==> config.mk <==
export PLATFORM = sky130hd
export DESIGN_NAME = temporal_encoder_scheduler
export DESIGN_NICKNAME = d
export VERILOG_FILES = /design/src/rtl/temporal_encoder_scheduler.sv
export SDC_FILE = /design/constraint.sdc
export NUM_CORES = 1
export LEC_CHECK = 0
export ABC_AREA = 1
export BUFFER_PORTS_ARGS = -buffer_cell sky130_fd_sc_hd__buf_2
export CAP_MARGIN = 20
export CORE_ASPECT_RATIO = 1.1
export CORE_MARGIN = 10
export CORE_UTILIZATION = 46
export CTS_CLUSTER_SIZE = 8
export DETAILED_ROUTE_END_ITERATION = 8
export GPL_TIMING_DRIVEN = 0
export MAX_ROUTING_LAYER = met4
export PLACE_DENSITY = 0.75
export SKIP_CTS_REPAIR_TIMING = 1
export SLEW_MARGIN = 20
export SYNTH_ARGS = -nofsm -noshare
export SYNTH_HDL_FRONTEND = slang
export SYNTH_SLANG_ARGS = --single-unit
==> constraint.sdc <==
create_clock -name i_clock -period 1.76 [get_ports i_clock]
set_clock_uncertainty 0.15 [all_clocks]
set_input_delay 0.088 -clock i_clock [delete_from_list [all_inputs] [get_ports i_clock]]
set_output_delay 0.088 -clock i_clock [all_outputs]
set_load 0.01 [all_outputs]
==> src/rtl/temporal_encoder_scheduler.sv <==
// rtl/temporal_encoder_scheduler.sv - round-robin scheduler sharing one temporal encoder
// Grants one requester per window; the encoder stays owned for MAX_VALUE+1 cycles plus GAP idle cycles.
module temporal_encoder_scheduler #(
  parameter int NUM_REQ   = 4,
  parameter int MAX_VALUE = 8,
  parameter int GAP       = 1,
  localparam int VW = $clog2(MAX_VALUE + 1),
  localparam int IW = $clog2(NUM_REQ)
) (
  input  logic                  i_clock,
  input  logic                  i_reset,
  input  logic [NUM_REQ-1:0]    i_req_valid,
  input  logic [NUM_REQ*VW-1:0] i_req_value,
  output logic [NUM_REQ-1:0]    o_req_ready,
  input  logic                  i_flush,
  output logic [VW-1:0]         o_enc_line,
  output logic                  o_enc_line_valid,
  output logic                  o_window_active,
  output logic [IW-1:0]         o_window_owner,
  output logic                  o_window_done,
  output logic                  o_clamp_flag
);

  localparam int GW = (GAP > 1) ? $clog2(GAP) : 1;
  localparam logic [GW-1:0] GAP_LAST = GW'((GAP > 0) ? GAP - 1 : 0);
  localparam logic [VW-1:0] MAXV     = VW'(MAX_VALUE);

  typedef enum logic [1:0] {
    S_IDLE,
    S_LOAD,
    S_RUN,
    S_GAP
  } state_t;

  state_t         r_state;
  state_t         w_state_nxt;
  logic [VW-1:0]  r_cnt;
  logic [VW-1:0]  w_cnt_nxt;
  logic [GW-1:0]  r_gap_cnt;
  logic [GW-1:0]  w_gap_nxt;
  logic [IW-1:0]  r_last_grant;
  logic [IW-1:0]  r_owner;
  logic [VW-1:0]  r_enc_line;
  logic           r_enc_line_valid;
  logic           r_clamp_flag;

  logic           w_any_valid;
  logic [IW-1:0]  w_winner;
  logic [VW-1:0]  w_win_value;
  logic           w_clamp;
  logic [VW-1:0]  w_load_value;
  logic           w_accept;
  logic           w_done;

  assign w_any_valid = |i_req_valid;

  // Walk downward so the closest requester after last_grant is the final (winning) assignment.
  always_comb begin
    w_winner = r_last_grant;
    for (int k = NUM_REQ; k >= 1; k--) begin
      if (i_req_valid[IW'((int'(r_last_grant) + k) % NUM_REQ)]) begin
        w_winner = IW'((int'(r_last_grant) + k) % NUM_REQ);
      end
    end
  end

  always_comb begin
    w_win_value = '0;
    for (int i = 0; i < NUM_REQ; i++) begin
      if (w_winner == IW'(i)) begin
        w_win_value = i_req_value[i*VW +: VW];
      end
    end
  end

  assign w_clamp      = (w_win_value > MAXV);
  assign w_load_value = w_clamp ? MAXV : w_win_value;

  always_comb begin
    w_state_nxt = r_state;
    w_cnt_nxt   = r_cnt;
    w_gap_nxt   = r_gap_cnt;
    w_accept    = 1'b0;
    w_done      = 1'b0;
    case (r_state)
      S_IDLE: begin
        if (w_any_valid) begin
          w_accept    = 1'b1;
          w_state_nxt = S_LOAD;
        end
      end
      S_LOAD: begin
        w_state_nxt = S_RUN;
        w_cnt_nxt   = '0;
      end
      S_RUN: begin
        if (r_cnt == MAXV) begin
          w_done      = 1'b1;
          w_state_nxt = (GAP > 0) ? S_GAP : S_IDLE;
          w_gap_nxt   = '0;
        end else begin
          w_cnt_nxt = r_cnt + VW'(1);
        end
      end
      S_GAP: begin
        if (r_gap_cnt == GAP_LAST) begin
          w_state_nxt = S_IDLE;
        end else begin
          w_gap_nxt = r_gap_cnt + GW'(1);
        end
      end
      default: w_state_nxt = S_IDLE;
    endcase
    // Abort keeps last_grant untouched, so the flushed owner stays at lowest priority.
    if (i_flush && (r_state != S_IDLE)) begin
      w_state_nxt = S_IDLE;
      w_done      = 1'b0;
    end
  end

  always_ff @(posedge i_clock or posedge i_reset) begin
    if (i_reset) begin
      r_state          <= S_IDLE;
      r_cnt            <= '0;
      r_gap_cnt        <= '0;
      r_last_grant     <= IW'(NUM_REQ - 1);
      r_owner          <= '0;
      r_enc_line       <= '0;
      r_enc_line_valid <= 1'b0;
      r_clamp_flag     <= 1'b0;
    end else begin
      r_state          <= w_state_nxt;
      r_cnt            <= w_cnt_nxt;
      r_gap_cnt        <= w_gap_nxt;
      r_enc_line_valid <= w_accept;
      r_clamp_flag     <= w_accept & w_clamp;
      if (w_accept) begin
        r_enc_line   <= w_load_value;
        r_last_grant <= w_winner;
        r_owner      <= w_winner;
      end
    end
  end

  always_comb begin
    o_req_ready = '0;
    if (w_accept) begin
      o_req_ready[w_winner] = 1'b1;
    end
  end

  assign o_enc_line       = r_enc_line;
  assign o_enc_line_valid = r_enc_line_valid;
  assign o_clamp_flag     = r_clamp_flag;
  assign o_window_owner   = r_owner;
  assign o_window_done    = w_done;
  assign o_window_active  = (r_state == S_LOAD) || (r_state == S_RUN);

endmodule

==> metrics.csv <==
stage;metric;value;unit
placed_design;pre_cts_ws;-353;ps
setup_path;worst_r2r_path_depth;18;
setup_path;rrSetupSlack;-400;ps
min_path;hold_depth;4;
logic_synthesis;syn_nets;194;
routing;wl;3370;um
floorplan;die_h;75.1;um
final_layout;nNetsFinal;244;
setup_path;crit_required;1520;ps
timing;rsz0062_at_grt;true;
timing;setup_viol_count_final;11;
clock_tree;htree_num_levels;1;
logic_synthesis;ys_seq_area_frac;0.317;
grt;grt_pass1_wl;5330;um
power;irDropWorstVdd;0.00145;V
timing;finalWorstSetupSlack;-500;ps
routing;avgViaCountPerCell;5.02;
routing;first_iter_violations;63;
placed_design;io_buffers;36;
logic_synthesis;netlist_area;1270;um^2
logic_synthesis;yosys.area.top_type;dfrtp_1;
final_layout;num-fill-cells;224;
floorplan;dieArea;5270;um^2
setup_path;crit_start;r_last_grant[0];
routing;wire_per_inst;13.7;um
timing;min_period;2260;ps
grt;antenna_found_initial;0;
power;powerDensity;2410;nW/um^2
final_layout;layout_commonest_cell;buf_2;
logic_synthesis;ys.flop_type;dfrtp_1;
routing;drc;0;
grt;grt_pass1_vias;1272;
routing;drt.antenna.violating_nets;0;
floorplan;initial_core_util;0.495;
floorplan;num_rows;19;
timing;worstMarginPinSlew;641;ps
logic_synthesis;syn-instance-count;166;
final_layout;diodes;0;
placed_design;hpwl;2520;um
clock_tree;cts.sinks;16;
clock_tree;clk_pin_slew;90;ps
min_path;hold_path.class;input pin to flop;
logic_synthesis;synth_warnings;0;
setup_path;startpoint_type;flop;
min_path;min_from;i_req_value[15];
logic_synthesis;async_flop_share;1.00;
setup_path;worstPathArrival;2020;ps
grt;grt_max_degree;17;
timing;fmax;442;MHz
logic_synthesis;synth.distinct_cells;30;
placed_design;place.gp.congestion;0.906;
run_status;status;complete, but fails checks;
logic_synthesis;yosys-top-cells-area;dfrtp_1, nand2_1, nand2_4;
clock_tree;clock_path_buffers;2;
timing;drv_slew;0;
logic_synthesis;avgSynthCellArea;7.65;um^2
power;total_power;4.06;mW
floorplan;core-area;2570;um^2
setup_path;end_kind;primary output;
timing;hold_viol;0;
logic_synthesis;synth_edf_count;0;
timing;finalCritPeriodShare;1.28;
timing;maxSlewHeadroom;0.569;
grt;grt.overflow.total;0;
setup_path;path_max_fanout;8;
floorplan;boundaryPins;37;
clock_tree;tritoncts;built;
final_layout;drive_gt1_frac;0.498;
clock_tree;cts-root-buf;clkbuf_4;
routing;drt_pass1_iterations;4;
power;p_leak;0.929;nW
min_path;holdPathEnd;o_enc_line[2];
clock_tree;clock_latency;280;ps
run;cap_viol_max_count;0;
clock_tree;numCtsBuffers;3;
setup_path;r2r-start;r_last_grant[0];
final_layout;area_delta_synth_final;32.5;%
setup_path;r2r_end;o_enc_line[0];
grt;grt_util_all_layers;0.123;
final_layout;layout_common_cells;buf_2, nand2_1, inv_1;
logic_synthesis;yosysTopAreaCellShare;0.276;
floorplan;die_w;70.1;um
setup_path;criticalPathCategory;flop to primary output;
logic_synthesis;ys_seq_elements;16;
run_status;violations;setup timing;
routing;via_count;1235;
-- cell families after synthesis --
group	after synthesis	synth area share
adders and majority gates	5	0.0493
DFF	16	0.317
and+or+nand+nor	99	0.447
xor gates and xnor gates	2	0.0138
buffers and inverters	30	0.106
AOI/OAI and AO/OA	14	0.0660
-- sequential cells by signal (all words and copies together), names as in the netlist --
signal and cells:
o_clamp_flag 1, o_enc_line 4, o_enc_line_valid 1, o_window_owner 2, r_cnt 4, r_last_grant 2, r_state 2
-- through the flow --
step / util / hold WS [ps] / instances / setup TNS (ps) / area (um^2)
2_1_floorplan: - / -150 / 166 / -693 / 1270
3_3_place_gp: 0.581 / 17.5 / 233 / -2090 / 1490
3_5_place_dp: 0.581 / 34.9 / 233 / -2850 / 1490
4_1_cts: 0.595 / -279 / 237 / -4290 / 1530
5_1_grt: 0.655 / 58.7 / 246 / -5490 / 1680
6_report: 0.655 / 36.3 / 246 / -3790 / 1680
-- layer usage --
layer / global-route usage / vias to the layer above / wire length (um)
met5: - / - / 0
met4: 0.0482 / 0 / 52
met3: 0.0342 / 6 / 201
met2: 0.226 / 36 / 1750
met1: 0.122 / 578 / 1370
li1: - / 615 / -
-- synthesized netlist by cell type, types with 5 or more instances --
cell type / number
nor2_2: 7
nand2_4: 9
inv_1: 21
o21ai_0: 6
nor2_1: 10
inv_2: 6
ha_1: 5
nand2_1: 37
nand2_2: 12
nand3_1: 13
dfrtp_1: 14
-- power by group --
group | switching [mW] | internal (mW)
clock network | 0.110 | 0.126
logic | 1.87 | 1.31
registers | 0.0993 | 0.544
-- critical path: stages, from the launching register on --
cell and delay, ps:
dfstp_2 550, buf_8 130, nand2_1 90, nand2_4 90, nand2_1 60, nand2_2 80, nand2_4 60, nand2_2 70
nand2_4 70, nand2_8 100, buf_6 120, nand2_2 50, nor2_1 110, buf_2 160
-- how the worst max path moves through the flow --
| stage | to | cells past startpoint |
|---|---|---|
| 2_1_floorplan | o_clamp_flag | 16 |
| 3_3_place_gp | o_clamp_flag | 17 |
| 3_5_place_dp | o_clamp_flag | 15 |
| 4_1_cts | o_req_ready[3] | 14 |
| 5_1_grt | o_clamp_flag | 17 |
| 6_report | o_req_ready[0] | 13 |
-- cell type report --
class	instances	area, um^2	area share
plain buffers	2	30.0	0.0178
inverters	28	118	0.0699
repair buffers	45	272	0.161
clock buffers	4	36.3	0.0216
well taps	31	38.8	0.0230
flip-flops and latches	16	403	0.239
multi-input cells	120	786	0.467
(Power assumes the default switching activity.)
